$ cat src/rtl/dds_rom_seq.sv
// dds_rom_seq: phase-accumulator sequencer driving the sine ROM address port
// for the AD9708 DAC path, with phase-continuous reconfiguration and drain.
//
// Ports:
//   clk, rst              clock, synchronous active-high reset
//   start, stop           pulses: begin generation / finish period then idle
//   cfg_valid, cfg_ready  handshake for cfg_fword (tuning word) and cfg_poff
//   rom_addr, rom_data    ROM address (registered) and ROM read data
//   dac_data, dac_valid   registered DAC sample and its valid flag
//   wrap_pulse            one-cycle pulse after the accumulator carries out
//   busy                  generating or samples still in flight
module dds_rom_seq #(
    parameter int PHASE_W = 32,
    parameter int ADDR_WIDTH = 10,
    parameter int DATA_WIDTH = 8,
    parameter int ROM_LATENCY = 1,
    parameter logic [DATA_WIDTH-1:0] MIDSCALE = 8'h80,
    parameter logic [PHASE_W-1:0] FWORD_RST = 32'h0040_0000
) (
    input  logic                  clk,
    input  logic                  rst,
    input  logic                  start,
    input  logic                  stop,
    input  logic                  cfg_valid,
    output logic                  cfg_ready,
    input  logic [PHASE_W-1:0]    cfg_fword,
    input  logic [ADDR_WIDTH-1:0] cfg_poff,
    output logic [ADDR_WIDTH-1:0] rom_addr,
    input  logic [DATA_WIDTH-1:0] rom_data,
    output logic [DATA_WIDTH-1:0] dac_data,
    output logic                  dac_valid,
    output logic                  wrap_pulse,
    output logic                  busy
);

    // FLUSH: address issue has stopped, waiting for in-flight samples.
    typedef enum logic [1:0] {
        S_IDLE,
        S_RUN,
        S_DRAIN,
        S_FLUSH
    } state_t;

    state_t state, state_nxt;

    logic [PHASE_W-1:0]    acc;
    logic [PHASE_W-1:0]    fword;
    logic [ADDR_WIDTH-1:0] poff;
    logic [PHASE_W-1:0]    sh_fword;
    logic [ADDR_WIDTH-1:0] sh_poff;
    logic                  pending;
    logic [ROM_LATENCY:0]  pipe;

    logic [PHASE_W-1:0]    phase_cur;
    logic [PHASE_W:0]      sum;
    logic                  carry;
    logic                  issue;
    logic                  accept;
    logic                  idle_like;

    // The start edge issues phase 0 directly, so the first RUN cycle
    // already presents poff on rom_addr.
    assign phase_cur = (state == S_IDLE) ? '0 : acc;
    assign sum       = {1'b0, phase_cur} + {1'b0, fword};
    assign carry     = sum[PHASE_W];
    assign accept    = cfg_valid & cfg_ready;
    assign idle_like = (state == S_IDLE) || (state == S_FLUSH);

    assign cfg_ready = ~pending;
    assign busy      = (state != S_IDLE) | (|pipe) | dac_valid;

    always_comb begin
        state_nxt = state;
        issue     = 1'b0;
        unique case (state)
            S_IDLE: begin
                if (start) begin
                    state_nxt = S_RUN;
                    issue     = 1'b1;
                end
            end
            S_RUN: begin
                issue = 1'b1;
                // A stop landing on the carry edge has already finished
                // its period: nothing more to drain.
                if (stop) begin
                    state_nxt = carry ? S_FLUSH : S_DRAIN;
                end
            end
            S_DRAIN: begin
                if (fword == '0) begin
                    state_nxt = S_FLUSH;
                end else begin
                    issue = 1'b1;
                    if (carry) begin
                        state_nxt = S_FLUSH;
                    end
                end
            end
            S_FLUSH: begin
                if (pipe == '0) begin
                    state_nxt = S_IDLE;
                end
            end
        endcase
    end

    always_ff @(posedge clk) begin
        if (rst) begin
            state      <= S_IDLE;
            acc        <= '0;
            fword      <= FWORD_RST;
            poff       <= '0;
            sh_fword   <= '0;
            sh_poff    <= '0;
            pending    <= 1'b0;
            pipe       <= '0;
            rom_addr   <= '0;
            dac_data   <= MIDSCALE;
            dac_valid  <= 1'b0;
            wrap_pulse <= 1'b0;
        end else begin
            state <= state_nxt;

            if (issue) begin
                acc      <= sum[PHASE_W-1:0];
                rom_addr <= phase_cur[PHASE_W-1 -: ADDR_WIDTH] + poff;
            end
            wrap_pulse <= issue & carry;

            pipe      <= {pipe[ROM_LATENCY-1:0], issue};
            dac_valid <= pipe[ROM_LATENCY];
            dac_data  <= pipe[ROM_LATENCY] ? rom_data : MIDSCALE;

            // Shadow config lands on the carry edge; outside generation
            // there is no carry to wait for, so it lands at once.
            if (pending && (idle_like || (issue && carry))) begin
                fword   <= sh_fword;
                poff    <= sh_poff;
                pending <= 1'b0;
            end else if (accept) begin
                if (idle_like) begin
                    fword <= cfg_fword;
                    poff  <= cfg_poff;
                end else begin
                    sh_fword <= cfg_fword;
                    sh_poff  <= cfg_poff;
                    pending  <= 1'b1;
                end
            end
        end
    end

endmodule
$ cat config.mk
export PLATFORM = sky130hd
export DESIGN_NAME = dds_rom_seq
export DESIGN_NICKNAME = d
export VERILOG_FILES = /design/src/rtl/dds_rom_seq.sv
export SDC_FILE = /design/constraint.sdc
export NUM_CORES = 1
export LEC_CHECK = 0
export BUFFER_PORTS_ARGS = -buffer_cell sky130_fd_sc_hd__buf_2
export CORE_AREA = 5 5 126 128
export DETAILED_ROUTE_END_ITERATION = 7
export DIE_AREA = 0 0 131 133
export HOLD_SLACK_MARGIN = 0.02
export MAX_ROUTING_LAYER = met4
export PLACE_DENSITY = 0.74
export SYNTH_ARGS = -nofsm -noshare
export SYNTH_HDL_FRONTEND = slang
export SYNTH_SLANG_ARGS = --single-unit
$ cat constraint.sdc
create_clock -name clk -period 5.18 [get_ports clk]
set_clock_uncertainty 0.05 [all_clocks]
set_input_delay 0.259 -clock clk [delete_from_list [all_inputs] [get_ports clk]]
set_output_delay 0.259 -clock clk [all_outputs]
set_load 0.05 [all_outputs]
==> qor.csv, run 1 <==
stage,metric,value,unit
yosys,syn_avg_cell_area,8.08,sq um
timing,final-setup-viol-count,0,
route,drt_wl_total,21500,um
status,status,completed,
yosys,netlist-cell-type-count,67,
die,coreArea,14800,sq um
yosys,synth_edf_count,0,
yosys,synth_ff_type,dfxtp_1,
timing,min_period,4.20,ns
timing,rsz0062_at_grt,no,
route,drt_iter0_drc,660,
placement,dpl-instance-area,8300,sq um
worst_setup_path,timing.rr.end,acc[30],
yosys,synth.net_count,1072,
worst_setup_path,cp-start-kind,flip-flop,
route,drt-wirelength-per-cell,17.5,um
worst_setup_path,crit_path_max_fanout,13,
power,p_leak,3.69,nW
finish,fin_area,8980,sq um
yosys,synth_seq_cells,141,
worst_setup_path,reg2reg_depth,13,
yosys,synth_top_area_cell,dfxtp_1,
placement,numPortBuffers,76,
yosys,ys_async_sr_fraction,0,
worst_setup_path,rrSetupSlack,0.98,ns
yosys,synth_area,7830,sq um
worst_setup_path,worstSetupPathType,reg2reg,
timing,hold_violations,0,
power,ir_worst_vdd,0.000291,V
clock_tree,cts_tree,yes,
placement,finalWeightedCongestion,0.920,
die,die_area,17400,sq um
finish,syn_to_final_growth,14.7,%
global_routing,grtUsageTotal,0.257,
clock_tree,clk_pin_slew,0.06,ns
route,drt_first_pass_iters,5,
clock_tree,cts_resized,0,
route,drcViolationCount,0,
clock_tree,clock_path_buffers,2,
clock_tree,htreeDepth,4,
timing,post-route-period-util,0.812,
global_routing,grt_pass1_vias,6729,
clock_tree,clock_sinks,141,
die,start_util,0.531,
worst_setup_path,worstSetupEndpoint,acc[30],
die,die_h,133,um
worst_setup_path,cp-startpoint,state[0],
route,final_antenna_net_count,0,
yosys,yosys_warnings,0,
route,route.vias.total,7346,
global_routing,antenna_found_initial,0,
yosys,synth_top_area_frac,0.360,
global_routing,gr-total-overflow,0,
worst_setup_path,worstSetupEndpointType,flip-flop,
die,die_w,131,um
power,powerDensity,565,nW/um^2
worst_setup_path,reg2reg_from,state[0],
yosys,synth_cells,969,
die,pin_count,77,
timing,worstMarginPinSlew,1.16,ns
timing,drv_slew,0,
timing,slew_headroom,0.228,
placement,hpwl,14800,um
finish,insertedDiodeCount,0,
finish,layout.nets,1132,
global_routing,grt_max_degree,108,
worst_setup_path,crit_arrival,4.41,ns
timing,fin_setup_tns,0,ns
die,rows,45,
global_routing,grt_pass1_wl,34800,um
yosys,ys_top_cells_by_area,"dfxtp_1, nand2_1, ha_1",
finish,drive_gt1_frac,0.164,
clock_tree,cts_made_buffers,17,
route,viasPerCell,5.98,
job,drv_cap,0,
clock_tree,root_buffer,clkbuf_16,
clock_tree,insertion_delay,0.42,ns
min_path,hold_path.class,in2reg,
yosys,ys_seq_area_frac,0.360,
clock_tree,cts_setup_buffers,0,
timing,max_freq,238,MHz
worst_setup_path,crit_required,5.38,ns
final cells by class:
type	instances	area (sq um)
fill	1325	5770
multi-input combinational	747	4690
sequential	141	2820
timing repair buffer	100	593
clock buffer	22	474
tap	188	235
clock inverter	9	87.6
inverter	22	82.6
state kept, by name, indices dropped and copies added, names as in the netlist:
name	count
acc	32
dac_data	8
dac_valid	1
fword	32
pending	1
pipe	2
poff	10
rom_addr	10
sh_fword	32
sh_poff	10
state	2
wrap_pulse	1
power breakdown:
group	internal [W]	leakage, nW	total, W	switching, W
registers	0.00141	1.15	0.00171	0.000304
logic	0.000796	2.26	0.00221	0.00141
clock network	0.000696	0.276	0.00116	0.000462
total	0.00290	3.69	0.00507	0.00218
worst min-delay path by stage:
stage / start / endpoint / slack (ns) / cells after the start
after global placement: acc[16] / acc[16] / 0.39 / 2
final: cfg_poff[1] / sh_poff[1] / 0.03 / 3
after global routing: cfg_fword[4] / sh_fword[4] / 0.03 / 3
after CTS: cfg_poff[1] / sh_poff[1] / 0.02 / 3
after detailed placement: rom_addr[4] / rom_addr[4] / 0.39 / 2
after floorplan: rom_data[7] / dac_data[7] / 0.31 / 1
critical path: stages (launching register included):
cell	delay, ns
dfxtp_1	0.35
inv_1	0.14
ha_1	0.47
nor2b_1	0.10
ha_1	0.22
fa_1	0.44
a211oi_2	0.28
o211ai_1	0.15
a221oi_2	0.37
a21oi_1	0.18
o21ai_0	0.42
o21ai_0	0.27
a2111oi_0	0.51
nor4_1	0.09
kinds of logic after synthesis:
| kind of cell | count (synthesis) | synth area share |
|---|---|---|
| simple gates | 372 | 0.217 |
| compound gates | 302 | 0.273 |
| flops | 141 | 0.360 |
| buf+inv | 81 | 0.0431 |
| fa+ha+maj | 48 | 0.0786 |
| xor+xnor | 24 | 0.0268 |
| mux | 1 | 0.00128 |
per-layer routing:
metal / up-vias / GRT usage / wire length, um
met5: - / - / 0
met4: 0 / 0.0880 / 501
met3: 37 / 0.0408 / 1090
met2: 205 / 0.378 / 9930
met1: 3473 / 0.359 / 9960
li1: 3631 / - / -
cells in the mapped netlist, drive strengths merged (19+ instances only):
cell type / n
a21oi: 106
inv: 22
nor2: 21
nor2b: 37
dfxtp: 141
clkbuf: 47
ha: 46
o21ai: 32
o221a: 47
nand2: 226
a21o: 19
a31oi: 41
xnor2: 19
per-stage QoR:
step | total power, W | setup slack, ns | utilization | hold slack, ns | std cells
3_5_place_dp | 0.00389 | 1.09 | 0.563 | 0.391 | 1186
2_1_floorplan | 0.00329 | 1.56 | - | 0.310 | 969
4_1_cts | 0.00507 | 1.08 | 0.609 | 0.0219 | 1229
3_3_place_gp | 0.00386 | 1.17 | 0.563 | 0.385 | 1186
5_1_grt | 0.00539 | 0.768 | 0.609 | 0.0307 | 1229
6_report | 0.00507 | 0.976 | 0.609 | 0.0299 | 1229
layout by cell type (no fill, tap or decap), drive strengths merged, types with 4 or more instances in the layout:
cell,n
nand2,226
dfxtp,141
a21oi,106
buf,88
o221a,47
ha,46
a31oi,41
nor2b,37
o21ai,32
inv,23
clkbuf,22
nor2,21
xnor2,19
a21o,19
nor3,15
nand3,12
dlygate4sd3,12
and2,12
nor4,9
a211oi,9
and3,8
nand3b,7
o22ai,6
o211ai,6
clkinv,6
xor2,5
nand4,5
or3,5
nand2b,4
o31ai,4
a2111oi,4
repair_timing:
action                     CTS  global route
hold endpoints to repair    12             0
hold buffers                12             0
setup endpoints to repair    0             0
No activity file was read; power rests on OpenSTA's default activity.
==> run 2, diff against run 1 <==
- CORE_AREA: 5 5 126 128 -> 5 5 127 129
- DIE_AREA: 0 0 131 133 -> 0 0 132 134
- PLACE_DENSITY: 0.74 -> 0.76
- clock period: 5.18 -> 3.4 ns (I/O delays scaled with it)
==> qor.csv, run 2 (synthesis gave the netlist of run 1 again) <==
stage,metric,value,unit
placement,dp_slack,-0.0693,ns
route,route.vias.total,7940,
finish,insertedDiodeCount,0,
power,comb_power_share,0.460,
worst_setup_path,reg2reg_from,state[0],
worst_setup_path,timing.rr.end,fword[0],
placement,numPortBuffers,76,
worst_setup_path,worstSetupEndpoint,fword[0],
power,p_seq_frac,0.306,
worst_setup_path,critPathMaxStageDelay,0.43,ns
finish,final_common_cell,nand2_1,
timing,max_freq,299,MHz
power,p_leak,4.09,nW
timing,hold_violations,0,
finish,utilization,0.662,
worst_setup_path,crit_path_max_fanout,16,
route,drt_first_pass_iters,5,
placement,hpwl,15400,um
job,drv_cap,0,
worst_setup_path,path_delay_family,compound AO/OA/AOI/OAI gates,
power,intPower,0.00492,W
clock_tree,clock_path_buffers,2,
global_routing,grt_pass1_vias,7807,
timing,fin_setup_tns,0,ns
global_routing,grtUsageTotal,0.278,
worst_setup_path,worstSetupEndpointType,flip-flop,
clock_tree,htreeDepth,4,
clock_tree,root_buffer,clkbuf_16,
worst_setup_path,rrSetupSlack,0.06,ns
timing,drv_slew,0,
clock_tree,cts_made_buffers,17,
timing,worstMarginPinSlew,0.799,ns
timing,hold_ws,0.159,ns
timing,post-route-period-util,0.982,
route,drt-wirelength-per-cell,18.8,um
die,die_h,134,um
timing,slew_headroom,0.467,
worst_setup_path,crit_arrival,3.60,ns
finish,mostFrequentLayoutCells,"nand2_1, dfxtp_1, a21oi_1",
die,die_w,132,um
route,final_antenna_net_count,0,
route,viasPerCell,6.07,
die,rows,45,
finish,syn_to_final_growth,26.1,%
global_routing,grt_max_degree,76,
worst_setup_path,crit_required,3.66,ns
worst_setup_path,cp-startpoint,state[0],
power,ir_worst_vdd,0.000460,V
global_routing,grt_pass1_wl,39300,um
placement,finalWeightedCongestion,0.964,
worst_setup_path,cp_num_cells,14,
route,drt_iter0_drc,773,
die,start_util,0.525,
worst_setup_path,cp_slowest_cell,a211oi_4,
timing,setup_ws,0.0602,ns
route,drt_wl_total,24500,um
worst_setup_path,worstSetupPathType,reg2reg,
finish,layout.nets,1212,
worst_setup_path,worst_path_most_repeated_cell,a221oi_2,
clock_tree,insertion_delay,0.42,ns
timing,final-setup-viol-count,0,
power,powerDensity,854,nW/um^2
route,drcViolationCount,0,
die,die_area,17700,sq um
min_path,hold_path.class,in2reg,
min_path,holdCritStartpoint,rst,
finish,top_regs,"acc x32, fword x32, sh_fword x32",
power,swShare,0.417,
power,power.total,0.00844,W
power,p_sw,0.00352,W
worst_setup_path,cp-start-kind,flip-flop,
timing,min_period,3.34,ns
status,status,completed,
clock_tree,cts_tree,yes,
worst_setup_path,crit_chain,inv_2 -> ha_4 -> buf_4 -> nor2b_1 -> ha_1 -> o21ai_1 -> a221oi_2 -> a221oi_2 -> a21o_1 -> a211oi_4 -> o211ai_4 -> and2_4 -> clkbuf_16 -> o221a_2,
clock_tree,clk_pin_slew,0.06,ns
clock_tree,clock_sinks,141,
global_routing,antenna_found_initial,0,
power,power_frac_clock,0.234,
worst_setup_path,worst-path-buf-inv,3,
die,coreArea,14900,sq um
worst_setup_path,reg2reg_depth,14,
die,pin_count,77,
global_routing,gr-total-overflow,0,
finish,drive_gt1_frac,0.209,
## run 2: changes by cell type in the layout (fill, tap and decap cells not counted), moves of 3 or more
cell | before | now
dlygate4sd3_1 | 12 | 51
ha_2 | 0 | 4
a21oi_1 | 105 | 101
buf_4 | 13 | 50
bufinv_16 | 1 | 4
a21oi_2 | 0 | 4
ha_1 | 46 | 41
buf_12 | 0 | 3
clkinv_2 | 3 | 0
clkinv_4 | 3 | 0
o21ai_0 | 30 | 27
## run 2: cell type report
class,instances,area (sq um)
clock buffer,23,478
fill,1159,5040
tap,188,235
sequential,141,2820
clock inverter,6,135
multi-input combinational,747,4780
timing repair buffer,180,1350
inverter,22,82.6
## run 2: metrics by stage
stage	instance area [sq um]	std cells
floorplan	7860	969
global placement	8600	1219
detailed placement	8600	1219
CTS	9740	1299
global route	9880	1307
finish	9880	1307
## run 2: power by group through the flow
stage	Combinational [W]	Sequential (W)	Clock [W]
after floorplan	0.00246	0.00258	0
after global placement	0.00359	0.00258	0
after detailed placement	0.00366	0.00259	0
after CTS	0.00375	0.00256	0.00198
after global routing	0.00422	0.00262	0.00206
final	0.00388	0.00258	0.00197
## run 2: metal layers
layer	vias to the layer above	wire length, um	track usage
met5	-	0	-
met4	0	746	0.111
met3	65	1670	0.0394
met2	337	11900	0.457
met1	3745	10200	0.346
li1	3793	-	-
## run 2: worst min path at each step
| stage | to | slack (ns) | cells after the start |
|---|---|---|---|
| after floorplan | dac_data[7] | 0.22 | 1 |
| after global placement | dac_data[7] | 0.30 | 2 |
| after detailed placement | dac_data[7] | 0.32 | 2 |
| after CTS | sh_fword[24] | 0.15 | 2 |
| after global routing | sh_fword[24] | 0.17 | 2 |
| final | sh_fword[24] | 0.16 | 2 |
## run 2: repair_timing
item	in CTS	in global routing
resized for setup	4	22
cloned	0	1
hold buffers	51	0
buffers inserted	0	7
setup endpoints to repair	3	52
endpoints found under the hold margin	51	0
pin swaps	2	12
==> run 3, diff against run 2 <==
- CELL_PAD_IN_SITES_DETAIL_PLACEMENT: default -> 1
- CELL_PAD_IN_SITES_GLOBAL_PLACEMENT: default -> 1
- CORE_AREA: 5 5 127 129 -> 5 5 146 148
- DIE_AREA: 0 0 132 134 -> 0 0 151 153
- PLACE_DENSITY: 0.76 -> default
- PLACE_DENSITY_LB_ADDON: default -> 0.1
- SKIP_LAST_GASP: default -> 1
==> qor.csv, run 3 (synthesis gave the netlist of run 1 again) <==
stage,metric,value,unit
route,wl_met2,12100,um
die,coreArea,19900,sq um
power,ir_worst_vdd,0.000385,V
timing,hold_violations,0,
timing,post-route-period-util,0.970,
route,drt_first_pass_iters,5,
timing,drv_slew,0,
worst_setup_path,critPathMaxStageDelay,0.45,ns
clock_tree,cts_made_buffers,17,
die,die_w,151,um
timing,worstMarginPinSlew,0.921,ns
timing,max_freq,303,MHz
finish,insertedDiodeCount,0,
die,rows,52,
worst_setup_path,worstSetupPathType,reg2reg,
job,drv_cap,0,
global_routing,antenna_found_initial,0,
route,drcViolationCount,0,
route,met3_length,732,um
die,pin_count,77,
timing,slew_headroom,0.386,
worst_setup_path,crit_path_max_fanout,29,
min_path,hold_path.class,in2reg,
clock_tree,htreeDepth,4,
worst_setup_path,worst-path-buf-inv,3,
finish,top_regs,"acc x32, fword x32, sh_fword x32",
finish,mostFrequentLayoutCells,"nand2_1, dfxtp_1, a21oi_1",
timing,final-setup-viol-count,0,
route,drt_wl_total,26000,um
timing,rsz0062_at_grt,yes,
worst_setup_path,path_delay_family,compound AO/OA/AOI/OAI gates,
finish,syn_to_final_growth,27.0,%
status,status,completed,
worst_setup_path,cp-start-kind,flip-flop,
route,top_layer,met4,
power,p_leak,4.06,nW
clock_tree,cts_tree,yes,
placement,finalWeightedCongestion,0.871,
global_routing,grtUsageTotal,0.232,
global_routing,grt_max_degree,79,
finish,drive_gt1_frac,0.215,
die,start_util,0.393,
clock_tree,clk_pin_slew,0.07,ns
global_routing,grt_pass1_vias,7762,
global_routing,gr-total-overflow,0,
placement,numPortBuffers,76,
finish,layout.nets,1210,
route,final_antenna_net_count,0,
clock_tree,clock_sinks,141,
route,viasPerCell,5.56,
worst_setup_path,crit_arrival,3.55,ns
route,drt_iter0_drc,491,
worst_setup_path,cp_slowest_cell,a211oi_4,
placement,hpwl,18700,um
clock_tree,clock_path_buffers,2,
die,die_h,153,um
power,power.total,0.00840,W
timing,min_period,3.30,ns
global_routing,grt_pass1_wl,41600,um
die,die_area,23100,sq um
clock_tree,root_buffer,clkbuf_16,
route,drt-met1-wl,12800,um
clock_tree,insertion_delay,0.42,ns
worst_setup_path,crit_chain,inv_2 -> ha_4 -> buf_4 -> nor2b_1 -> ha_2 -> o21ai_0 -> a21oi_2 -> o211ai_1 -> and2_0 -> a211oi_4 -> o211ai_4 -> and2_4 -> buf_12 -> o221a_2,
placement,dp_slack,-0.0284,ns
finish,fillers,2403,
worst_setup_path,crit_required,3.66,ns
route,drt-wirelength-per-cell,18.7,um
finish,final_common_cell,nand2_1,
worst_setup_path,worstSetupEndpointType,flip-flop,
power,powerDensity,845,nW/um^2
route,route.vias.total,7733,
timing,setup_ws,0.101,ns
## run 3: power by group
part	internal, W	leakage, nW	switching [W]
Clock	0.000979	0.279	0.000841
Sequential	0.00214	1.15	0.000506
Combinational	0.00156	2.63	0.00238
Total	0.00468	4.06	0.00373
## run 3: routing by layer
layer  track usage  vias up
li1              -     3800
met4        0.0505        0
met5             -        -
met3        0.0317       19
met1         0.320     3799
met2         0.363      115
## run 3: timing repair
action / in CTS / in global routing
setup endpoints to repair: 3 / 49
endpoints found under the hold margin: 50 / 0
gates resized for setup: 3 / 30
pin swaps: 0 / 13
buffers inserted: 0 / 4
hold buffers: 50 / 0
## run 3: layout make-up
| type | instances | area [sq um] | area share |
|---|---|---|---|
| clock buffers | 18 | 429 | 0.0432 |
| repair buffers | 178 | 1310 | 0.131 |
| clock inverters | 14 | 141 | 0.0142 |
| well taps | 270 | 338 | 0.0340 |
| multi-input cells | 747 | 4830 | 0.485 |
| inverters | 22 | 82.6 | 0.00830 |
| flip-flops and latches | 141 | 2820 | 0.284 |
## run 3: path summary, 6_finish.rpt
path / endpoint / slack, ns / from / depth (start not counted)
hold / removal: pending / 0.05 / cfg_valid / 2
setup / recovery: fword[13] / 0.10 / state[0] / 14
setup reg to reg: fword[13] / 0.10 / state[0] / 14
hold reg to reg: rom_addr[6] / 0.40 / rom_addr[6] / 2
## run 3: per-stage QoR
step | hold WS (ns) | area (sq um) | std cells | setup TNS, ns | util
floorplan | 0.221 | 7860 | 969 | 0 | -
global placement | 0.299 | 8720 | 1304 | 0 | 0.438
detailed placement | 0.315 | 8720 | 1304 | -0.0317 | 0.438
CTS | 0.0247 | 9800 | 1386 | 0 | 0.492
global route | 0.0467 | 9950 | 1390 | -0.235 | 0.500
finish | 0.0486 | 9950 | 1390 | 0 | 0.500
